===== config.mk =====
export PLATFORM = sky130hd
export DESIGN_NAME = shift_io_expander
export DESIGN_NICKNAME = d
export VERILOG_FILES = /design/src/rtl/shift_io_expander.sv
export SDC_FILE = /design/constraint.sdc
export NUM_CORES = 1
export LEC_CHECK = 0
export CAP_MARGIN = 20
export CORE_ASPECT_RATIO = 2
export CORE_MARGIN = 2
export CORE_UTILIZATION = 47
export DETAILED_ROUTE_END_ITERATION = 10
export PLACE_DENSITY = 0.75
export SYNTH_ARGS = -nofsm -noshare
export SYNTH_HDL_FRONTEND = slang
export SYNTH_SLANG_ARGS = --single-unit

===== constraint.sdc =====
create_clock -name i_clk -period 1.55 [get_ports i_clk]
set_input_delay 0.2325 -clock i_clk [delete_from_list [all_inputs] [get_ports i_clk]]
set_output_delay 0.2325 -clock i_clk [all_outputs]
set_load 0.005 [all_outputs]

===== src/rtl/shift_io_expander.sv =====
// Master controller for a 74HC165 (input) / 74HC595 (output) shift-register chain.
// One transaction: parallel-load '165, shift WIDTH bits both ways MSB-first, latch '595.
module shift_io_expander #(
  parameter int unsigned WIDTH   = 24,
  parameter int unsigned CLK_DIV = 2
) (
  input  logic             i_clk,
  input  logic             i_rst_n,
  input  logic             i_start,
  input  logic [WIDTH-1:0] i_out_data,
  output logic [WIDTH-1:0] o_in_data,
  output logic             o_busy,
  output logic             o_done,
  output logic             o_sr_clk,
  output logic             o_sr_load_n,
  output logic             o_sr_latch,
  output logic             o_sr_dout,
  input  logic             i_sr_din
);

  localparam int unsigned DivW = (CLK_DIV > 1) ? $clog2(CLK_DIV) : 1;
  localparam int unsigned BitW = $clog2(WIDTH + 1);

  typedef enum logic [2:0] {
    StIdle,
    StLoad,
    StShiftLo,
    StShiftHi,
    StLatch,
    StDone
  } state_e;

  state_e            r_state;
  state_e            w_state_d;
  logic [DivW-1:0]   r_div;
  logic [DivW-1:0]   w_div_d;
  logic [BitW-1:0]   r_bit;
  logic [BitW-1:0]   w_bit_d;
  logic [WIDTH-1:0]  r_tx;
  logic [WIDTH-1:0]  w_tx_d;
  logic [WIDTH-1:0]  r_rx;
  logic [WIDTH-1:0]  w_rx_d;
  logic [1:0]        r_sync;
  logic              w_div_last;

  logic [WIDTH-1:0]  r_in_data;
  logic              r_busy;
  logic              r_done;
  logic              r_sr_clk;
  logic              r_sr_load_n;
  logic              r_sr_latch;
  logic              r_sr_dout;

  assign w_div_last = (r_div == DivW'(CLK_DIV - 1));

  always_comb begin
    w_state_d = r_state;
    w_div_d   = r_div;
    w_bit_d   = r_bit;
    w_tx_d    = r_tx;
    w_rx_d    = r_rx;
    case (r_state)
      StIdle: begin
        if (i_start) begin
          w_state_d = StLoad;
          w_div_d   = '0;
          w_bit_d   = '0;
          w_tx_d    = i_out_data;
        end
      end
      StLoad: begin
        if (w_div_last) begin
          w_state_d = StShiftLo;
          w_div_d   = '0;
        end else begin
          w_div_d = r_div + DivW'(1);
        end
      end
      StShiftLo: begin
        if (w_div_last) begin
          // Late in the low phase so the synchronizer has settled on the '165 output.
          w_rx_d    = {r_rx[WIDTH-2:0], r_sync[1]};
          w_state_d = StShiftHi;
          w_div_d   = '0;
        end else begin
          w_div_d = r_div + DivW'(1);
        end
      end
      StShiftHi: begin
        if (w_div_last) begin
          w_tx_d    = {r_tx[WIDTH-2:0], 1'b0};
          w_bit_d   = r_bit + BitW'(1);
          w_div_d   = '0;
          w_state_d = (r_bit == BitW'(WIDTH - 1)) ? StLatch : StShiftLo;
        end else begin
          w_div_d = r_div + DivW'(1);
        end
      end
      StLatch: begin
        if (w_div_last) begin
          w_state_d = StDone;
          w_div_d   = '0;
        end else begin
          w_div_d = r_div + DivW'(1);
        end
      end
      StDone:  w_state_d = StIdle;
      default: w_state_d = StIdle;
    endcase
  end

  // Pin outputs are registered from the next state so they line up with the state register.
  always_ff @(posedge i_clk) begin
    if (!i_rst_n) begin
      r_state     <= StIdle;
      r_div       <= '0;
      r_bit       <= '0;
      r_tx        <= '0;
      r_rx        <= '0;
      r_sync      <= '0;
      r_in_data   <= '0;
      r_busy      <= 1'b0;
      r_done      <= 1'b0;
      r_sr_clk    <= 1'b0;
      r_sr_load_n <= 1'b1;
      r_sr_latch  <= 1'b0;
      r_sr_dout   <= 1'b0;
    end else begin
      r_state     <= w_state_d;
      r_div       <= w_div_d;
      r_bit       <= w_bit_d;
      r_tx        <= w_tx_d;
      r_rx        <= w_rx_d;
      r_sync      <= {r_sync[0], i_sr_din};
      r_busy      <= (w_state_d != StIdle);
      r_done      <= (w_state_d == StDone);
      r_sr_clk    <= (w_state_d == StShiftHi);
      r_sr_load_n <= (w_state_d != StLoad);
      r_sr_latch  <= (w_state_d == StLatch);
      if (w_state_d == StLoad || w_state_d == StShiftLo) begin
        r_sr_dout <= w_tx_d[WIDTH-1];
      end
      if (w_state_d == StDone) begin
        r_in_data <= w_rx_d;
      end
    end
  end

  assign o_in_data   = r_in_data;
  assign o_busy      = r_busy;
  assign o_done      = r_done;
  assign o_sr_clk    = r_sr_clk;
  assign o_sr_load_n = r_sr_load_n;
  assign o_sr_latch  = r_sr_latch;
  assign o_sr_dout   = r_sr_dout;

endmodule


==> parameters.txt <==
Parameter                              Value

Finish
  Final core utilization ... 0.682
  Most frequent cells in the layout ... sky130_fd_sc_hd__dfxtp_1, sky130_fd_sc_hd__clkdlybuf4s50_1, sky130_fd_sc_hd__nor2_1, sky130_fd_sc_hd__nand2_1, sky130_fd_sc_hd__a21oi_1
  Number of antenna diodes ... 0
  Leading cell type in the layout, fill and taps excluded ... sky130_fd_sc_hd__dfxtp_1
  Share of final-layout standard cells stronger than drive strength 1 ... 0.194
  Count of filler cells inserted in the layout ... 517
  Post-synthesis to final-layout area growth ... 41.0%
  Net count of the finished layout ... 442

Floorplanning
  Number of core rows ... 43
  Effective utilization at floorplan ... 0.484
  Overall die area ... 7870 um2
  Die Height ... 123 um
  Placeable Area ... 6940 um2
  Die width ... 63.8 um
  Top Ports ... 58

Detailed routing
  Total Routed Length ... 7.51 mm
  Vias ... 2,769
  Avg Vias per Cell ... 5.46
  Detail-routed net length per standard cell ... 14.8 um
  Antenna-violating nets left ... 0
  DRT iter0 DRCs ... 190
  Number of search-and-repair iterations in the first detailed-routing pass ... 4
  Drt drc ... 0

Yosys
  Share of synthesized registers carrying an async set or reset ... 0
  Avg Inst Size Synth ... 9.75 um2
  Predominant post-synthesis flop cell ... sky130_fd_sc_hd__dfxtp_1
  Yosys Warn Count ... 0
  Total of flip-flops plus latches after synthesis ... 89
  Cell Area, Synth ... 3360 um2
  Nets in the synthesized netlist ... 373
  Synth unique cells ... 39
  Share of the yosys chip area belonging to registers ... 0.531
  Gate count of the mapped netlist ... 344
  Post-synth EDFFs ... 0

Power and ir drop
  Largest vdd supply drop ... 0.915 mV
  Power density over the cells ... 1100 nW/um2
  Static leakage ... 1.64 nW

Status
  Result of the run ... finished, final reports clean

STA
  RSZ-0062 raised after global routing ... yes
  Share of the clock period used by the worst path ... 0.986
  Number of failing hold endpoints at the final stage ... 0
  Setup clock skew after layout ... 0.00498 ns
  Worst Slack Setup Final ... 0.0224 ns
  Tmin final ... 1.53 ns
  # setup viols final ... 0
  Worst rel slew slack ... 0.749
  Worst-Margin Slew ... 0.373 ns
  Final count of pins violating max slew ... 0
  Maximum clock frequency ... 655 MHz

Worst setup path
  Required time reported for the critical path endpoint ... 1.77 ns
  Category of the worst setup path launch point ... flip-flop
  Arrival time of data at the critical path endpoint ... 1.74 ns
  Largest stage delay on the critical path ... 0.37 ns
  Slowest stage cell, crit path ... sky130_fd_sc_hd__dfxtp_4
  Category of the worst setup path capture point ... flip-flop
  Ordered list of cells on the worst path ... nand2b_4 > nor3b_4 > buf_6 > clkbuf_16 > mux2i_4 > o31ai_1
  CP max FO ... 9
  WS Path Type ... flip-flop to flip-flop

CTS
  CTS tree ... yes
  Cts bufs inserted ... 9
  Largest buffer count on any clock path ... 2
  H-tree levels ... 3
  Post-CTS Hold Buffers ... 0
  Clock insertion delay at the later pin of the skew report ... 0.33 ns
  Clock transition at the registers of the reported paths ... 0.06 ns
  Buffer type at the clock tree root ... sky130_fd_sc_hd__clkbuf_16
  Number of clock sinks ... 89

Placement
  Pre-CTS WS ... -0.238 ns
  HPWL Detailed ... 4.72 mm
  Port Buf Inserts ... 57
  Routability congestion estimate from global placement ... 0.877

GRT
  Antenna violations before repair ... 0
  Global-route wire length before repair ... 11.6 mm
  Maximum number of pins on one net before global-route repair ... 50
  GR Util All Layers ... 0.189
  Overflow left after global routing ... 0
  Via count of the first global-routing pass ... 2,656

Min path
  Worst hold path type ... flip-flop to flip-flop

Job
  Max-cap violations ... 0
[power breakdown]
group	total [mW]	internal [mW]	switching, mW	leakage, nW
clock network	2.19	1.33	0.855	0.148
logic	0.584	0.314	0.271	0.771
registers	2.44	2.38	0.0649	0.724
total	5.21	4.02	1.19	1.64
[through the flow]
stage	power [mW]	setup TNS, ns	std cells	hold WS [ns]	area, um2
5_1_grt	5.41	-0.383	507	0.451	4730
3_3_place_gp	3.00	-3.25	485	0.415	4120
2_1_floorplan	2.78	-0.00317	344	0.360	3360
4_1_cts	5.20	0	500	0.441	4440
6_report	5.21	0	507	0.433	4730
3_5_place_dp	3.01	-3.89	485	0.425	4120
[area by class of cell]
class | instances | area [um2] | area share
flip-flops and latches | 89 | 1790 | 0.378
multi-input cells | 221 | 1600 | 0.338
repair buffers | 89 | 915 | 0.193
clock buffers | 11 | 253 | 0.0534
well taps | 90 | 113 | 0.0238
clock inverters | 4 | 51.3 | 0.0108
inverters | 3 | 11.3 | 0.00238
[what timing repair did]
item / CTS / global route
resized for setup: 3 / 40
setup buffers: 0 / 4
pin swaps: 0 / 3
gates cloned: 0 / 3
endpoints found under the setup margin: 27 / 72
[critical path: cells and delay by family (launching register included)]
kind                   cells  cell delay, ns
AND/OR/NAND/NOR            2            0.36
flip-flops                 1            0.37
multiplexers               1            0.25
buffers and inverters      2            0.34
AO/OA/AOI/OAI              1            0.09
[final timing paths]
kind	from	end	slack (ns)	cells after the start
hold / removal	r_sync[0]	r_sync[1]	0.43	1
hold reg to reg	r_sync[0]	r_sync[1]	0.43	1
setup / recovery	r_state[0]	o_in_data[22]	0.02	6
setup reg to reg	r_state[0]	o_in_data[22]	0.02	6
[registers in the layout (all words and copies together) (netlist names)]
name         cells
o_busy           1
o_done           1
o_in_data       24
o_sr_clk         1
o_sr_dout        1
o_sr_latch       1
o_sr_load_n      1
r_bit            5
r_div            1
r_rx            24
r_state          3
r_sync           2
r_tx            24
[layer usage]
layer,part of all wire,GRT usage
met1,0.39,0.188
met2,0.56,0.357
met5,0,0
met3,0.035,0.0437
met4,0.015,0.0978
[cell usage after synthesis (3+ instances only)]
cell,number,area share
sky130_fd_sc_hd__a22oi_1,25,0.056
sky130_fd_sc_hd__buf_2,14,0.021
sky130_fd_sc_hd__xor2_1,3,0.0078
sky130_fd_sc_hd__nand3_1,24,0.036
sky130_fd_sc_hd__buf_6,3,0.010
sky130_fd_sc_hd__dfxtp_1,89,0.53
sky130_fd_sc_hd__a21oi_1,26,0.039
sky130_fd_sc_hd__clkbuf_1,11,0.012
sky130_fd_sc_hd__o31ai_1,24,0.054
sky130_fd_sc_hd__nand2_1,25,0.028
sky130_fd_sc_hd__mux2i_1,25,0.075
sky130_fd_sc_hd__nand2b_1,3,0.0056
sky130_fd_sc_hd__nor2_1,38,0.043
[cells by family (layout without fill, tap and decap cells)]
| group | after synthesis | after routing | share of synthesized area |
|---|---|---|---|
| AO/OA/AOI/OAI | 86 | 86 | 0.177 |
| XOR/XNOR | 5 | 5 | 0.0131 |
| adder cells (fa/ha/maj) | 1 | 1 | 0.00373 |
| buffers and inverters | 34 | 107 | 0.0511 |
| flip-flops | 89 | 89 | 0.531 |
| multiplexers | 25 | 25 | 0.0746 |
| AND/OR/NAND/NOR | 104 | 104 | 0.150 |
Power figures use the tool's default switching activity.
==> edit 1, RTL diff (same flow settings) <==
The 6 states of `state_e` get a one-hot encoding in 6 bits.
--- a/src/rtl/shift_io_expander.sv
+++ b/src/rtl/shift_io_expander.sv
@@ -21,13 +21,13 @@
   localparam int unsigned DivW = (CLK_DIV > 1) ? $clog2(CLK_DIV) : 1;
   localparam int unsigned BitW = $clog2(WIDTH + 1);
 
-  typedef enum logic [2:0] {
-    StIdle,
-    StLoad,
-    StShiftLo,
-    StShiftHi,
-    StLatch,
-    StDone
+  typedef enum logic [5:0] {
+    StIdle    = 6'b000001,
+    StLoad    = 6'b000010,
+    StShiftLo = 6'b000100,
+    StShiftHi = 6'b001000,
+    StLatch   = 6'b010000,
+    StDone    = 6'b100000
   } state_e;
 
   state_e            r_state;
Behaviour: no difference found for any inputs over 10 cycles, from zero or initial values and one cycle with i_rst_n low; not proved beyond that.
==> edit 1 against the original RTL <==
  * The flow now finishes with violations (negative setup slack)
  * Power fell by 2.2%
  * Count of clock-buffer cells in the layout decreased by 1
  * Clock power down 9.1%
  * First-iteration DRC count is 33% lower
  * Synthesized area is 9.0% higher
  * Highest routed layer unchanged
  * Sequential cell count increased by 3
  * Setup slack lost 0.18 ns
  * Cell area is 18% higher
  * Routed wire length increased by 26%
==> edit 1: results (changes against the original RTL) <==
- Status: finished with violations
- Violated checks: negative setup slack
- CP top delay family: simple AND/OR/NAND/NOR gates
- VDD IR max: 1.024 mV (+12%)
- CP max-delay cell: or4_4
- Layout cells sized above 1: 0.3291 (+0.1348)
- Final setup fails: 37 (+37)
- Post-synth top area share: 0.5034 (-0.02753)
- Initial antenna violation count: 0 (unchanged)
- Total Power: 5.095 mW (-2.2%)
- Hold path startpoint: i_rst_n
- Top post-synthesis cells by count: 92 x dfxtp_1, 54 x nand2_1, 28 x nor2b_1, 25 x mux2i_1, 24 x o211a_1
- Static leakage: 2.315 nW (+41%)
- Synth Net Count: 397 (+6.4%)
- Final setup margin: -0.1570 ns (-0.1794 ns)
- Sum Neg Setup Slack: -2.157 ns (-2.157 ns)
- Setup Skew: 0.009831 ns (+0.004846 ns)
- Hold crit path type: in -> reg
- CP max FO: 4 (-5)
- Vias in the first global route: 3056 (+15%)
- First-pass GRT wire length: 13940 um (+20%)
- CP startpoint: r_state[5]
- Final #Nets: 492 (+11%)
- RD Place Congestion: 0.7964 (-9.2%)
- CTS max path bufs: 2 (unchanged)
- CTS root buf: clkbuf_16
- Hold path cells: 2 (+1)
- Reg2reg path depth: 5 (-1)
- Sw power: 1.226 mW (+2.9%)
- GRT Total Usage: 0.2137 (+0.02491)
- 1st-iter DRT viols: 128 (-33%)
- Crit path DAT: 1.93 ns (+0.19 ns)
- Total Wirelength: 9431 um (+26%)
- Clock period minus worst slack: 1.707 ns (+0.1794 ns)
- Largest net degree at the start of global routing: 30 (-40%)
- Part of the Yosys area used for sequential elements: 0.5034 (-0.02753)
- WHS Endpoint: o_sr_load_n
- Rel. slew slack: 0.7016 (-0.04773)
- Clk pwr share: 0.390 (-0.029)
- Top cells by area, synth: dfxtp_1 50%, mux2i_1 6.8%, o211a_1 6.6%
- Final HPWL DP: 5521 um (+17%)
- WHS: 0.3502 ns (-0.08296 ns)
- Sequential share of power: 0.487 (+0.018)
- Via Count: 3011 (+8.7%)
-- edit 1: cell types whose count changed after synthesis, sizes merged, moves of 3 or more --
cell	change
nor2	-25
nand2b	-4
nor2b	+28
nand3	-21
o21ai	+5
clkbuf	+5
a21oi	-19
o211a	+24
nand2	+29
a21boi	+23
buf	-6
o31ai	-24
dfxtp	+3
and2	+3
-- edit 1: timing repair --
action / 4_1_cts / 5_1_grt
setup buffers: 8 / 5
gates cloned: 4 / 3
endpoints found under the setup margin: 82 / 60
pin swaps: 21 / 35
gates resized for setup: 45 / 102
-- edit 1: logic make-up (layout without fill, tap and decap cells) --
kind of cell	count (synthesis)	after routing	synth area share
mux	26	26	0.07250
simple gates	125	125	0.1772
flops	92	92	0.5034
xor+xnor	3	3	0.007183
buf+inv	31	131	0.04138
compound gates	90	90	0.1949
fa+ha+maj	1	1	0.003419
-- edit 1: metal layers --
| metal | global-route usage | vias to the layer above | wire length, um |
|---|---|---|---|
| li1 | - | 1483 | - |
| met1 | 0.2080 | 1444 | 3373 |
| met2 | 0.4088 | 62 | 5421 |
| met3 | 0.03759 | 22 | 310 |
| met4 | 0.1104 | 0 | 325 |
| met5 | 0 | - | 0 |
-- edit 1: layout make-up --
cell class | instances | area, um2
sequential | 92 | 1861
tap | 94 | 117.6
clock inverter | 6 | 40.04
clock buffer | 10 | 229.0
fill | 521 | 1962
inverter | 1 | 3.754
timing repair buffer | 114 | 1207
multi-input combinational | 245 | 2125
-- edit 1: through the flow --
step / instance area [um2] / setup slack, ns / instances
floorplan: 3667 / -0.1336 / 368
global placement: 4537 / -0.2228 / 528
detailed placement: 4537 / -0.2597 / 528
CTS: 5116 / -0.1562 / 555
global route: 5583 / -0.2036 / 562
finish: 5583 / -0.1570 / 562
==> edit 2, RTL diff (same settings) <==
Made on the original files. `WIDTH`: 24 -> 12.
--- a/src/rtl/shift_io_expander.sv
+++ b/src/rtl/shift_io_expander.sv
@@ -1,7 +1,7 @@
 // Master controller for a 74HC165 (input) / 74HC595 (output) shift-register chain.
 // One transaction: parallel-load '165, shift WIDTH bits both ways MSB-first, latch '595.
 module shift_io_expander #(
-  parameter int unsigned WIDTH   = 24,
+  parameter int unsigned WIDTH   = 12,
   parameter int unsigned CLK_DIV = 2
 ) (
   input  logic             i_clk,
Interface: changed (resized i_out_data and o_in_data); port bits go from 58 to 34. No check against the original RTL was run, so the function may have changed too.
==> edit 2 against the original RTL <==
  * Critical endpoint is now o_sr_dout
  * Maximum frequency is 2.8% higher
  * Routed wire length is 38% lower
  * Cell area is 40% lower
  * Highest routed layer unchanged
  * Sequential cell count is 37 lower
  * First-iteration DRC count is 89% lower
  * Non-clock buffer count is 32 lower
  * Power is 49% lower
  * Setup slack better by 0.042 ns
  * Combinational power is 30% lower
  * Worst hold slack better by 0.0078 ns
  * Synthesized area is 35% lower
==> edit 2: results (changes against the original RTL) <==
- Status: complete, no violations
- Top cells by area, synth: dfxtp_1 48%, a21boi_0 7.2%, mux2i_1 6.4%
- Worst-Skew Late Latency: 0.30 ns (-0.03 ns)
- CP max-delay cell: dfxtp_2
- Synth Net Count: 244 (-35%)
- First-pass GRT wire length: 7797 um (-33%)
- Die width: 52.22 um (-18%)
- Post-Syn Area per Cell: 9.629 um2 (-1.3%)
- Cell count after placement: 318 (-34%)
- Layout cells sized above 1: 0.1465 (-0.04772)
- Slowest stage delay, CP: 0.40 ns (+0.03 ns)
- Fillers: 406 (-21%)
- Final HPWL DP: 3214 um (-32%)
- Top post-synthesis cells by count: 52 x dfxtp_1, 27 x nand2_1, 21 x a21boi_0, 16 x nor2b_1, 14 x mux2i_1
- 1st-iter DRT viols: 21 (-89%)
- Setup Skew: 0.001974 ns (-0.003010 ns)
- Via Count: 1787 (-35%)
- RD Place Congestion: 0.8625 (-1.6%)
- DP Area: 2714 um2 (-34%)
- Static leakage: 1.009 nW (-39%)
- Largest net degree at the start of global routing: 28 (-44%)
- Post-DR wirelength/cell: 14.11 um (-4.7%)
- R2r endpoint: o_sr_dout
- CP max FO: 12 (+3)
- Reg2reg setup slack: 0.06 ns (+0.04 ns)
- Clock transition at the registers of the reported paths: 0.09 ns (+0.03 ns)
- Drt pass-1 iters: 6 (+2)
- Crit path DAT: 1.68 ns (-0.06 ns)
- CTS root buf: clkbuf_8
- Port bufs: 33 (-42%)
- Total CTS buffers: 5 (-4)
- Final #Nets: 289 (-35%)
- VDD IR max: 1.007 mV (+10%)
- Reg2reg path depth: 5 (-1)
- Pre-CTS WS: -0.2005 ns (+0.03704 ns)
- Part of the Yosys area used for sequential elements: 0.4762 (-0.05470)
- P&R area growth vs syn: 30.05%
- Maximum level of the CTS H-tree: 2 (-1)
- Rel. slew slack: 0.7587 (+0.009389)
- # diodes: 0 (unchanged)
- WHS: 0.4409 ns (+0.007816 ns)
[edit 2: layer usage]
metal  global-route usage  vias to the layer above  part of all wire
met4              0.08481                        0             0.025
li1                     -                      890                 -
met2               0.3564                       31              0.55
met5                    0                        -                 0
met3              0.04315                        8             0.029
met1               0.2051                      858              0.39
[edit 2: metrics by stage]
step / TNS, ns / total power [mW]
6_report: 0 / 2.638
5_1_grt: -0.0001802 / 2.776
4_1_cts: 0 / 2.650
3_5_place_dp: -2.208 / 1.856
3_3_place_gp: -1.300 / 1.853
2_1_floorplan: 0 / 1.670
[edit 2: cells by family after synthesis]
family          Yosys count  share of synthesized area
mux                      15                    0.06926
buf+inv                  21                    0.04865
flops                    52                     0.4762
xor+xnor                  2                   0.008015
simple gates             87                     0.2238
compound gates           49                     0.1683
fa+ha+maj                 1                   0.005723
[edit 2: final cells by class]
cell class / count / share of cell area
tap: 55 / 0.02421
multi-input combinational: 154 / 0.3702
clock inverter: 1 / 0.002641
sequential: 52 / 0.3684
clock buffer: 7 / 0.03037
timing repair buffer: 57 / 0.2016
inverter: 2 / 0.002641
[edit 2: worst max path at each step]
| stage | slack, ns | cells after the start | startpoint | to |
|---|---|---|---|---|
| 3_3_place_gp | -0.17 | 7 | i_start | r_div |
| 6_report | 0.06 | 5 | r_state[0] | o_sr_dout |
| 3_5_place_dp | -0.20 | 5 | i_start | o_sr_dout |
| 4_1_cts | 0.03 | 5 | r_div | r_rx[6] |
| 2_1_floorplan | 0.09 | 5 | r_state[2] | o_sr_dout |
| 5_1_grt | -0.0002 | 6 | r_state[2] | r_bit[1] |
[edit 2: power by group]
| group | internal [mW] | switching [mW] | leakage, nW |
|---|---|---|---|
| clock | 0.363 | 0.431 | 0.0445 |
| sequential | 1.39 | 0.0503 | 0.424 |
| combinational | 0.226 | 0.181 | 0.541 |
[edit 2: timing repair]
item,CTS,global route
gates resized for setup,3,4
cloned,0,0
setup buffers,0,2
endpoints found under the setup margin,1,18
hold buffers,0,0
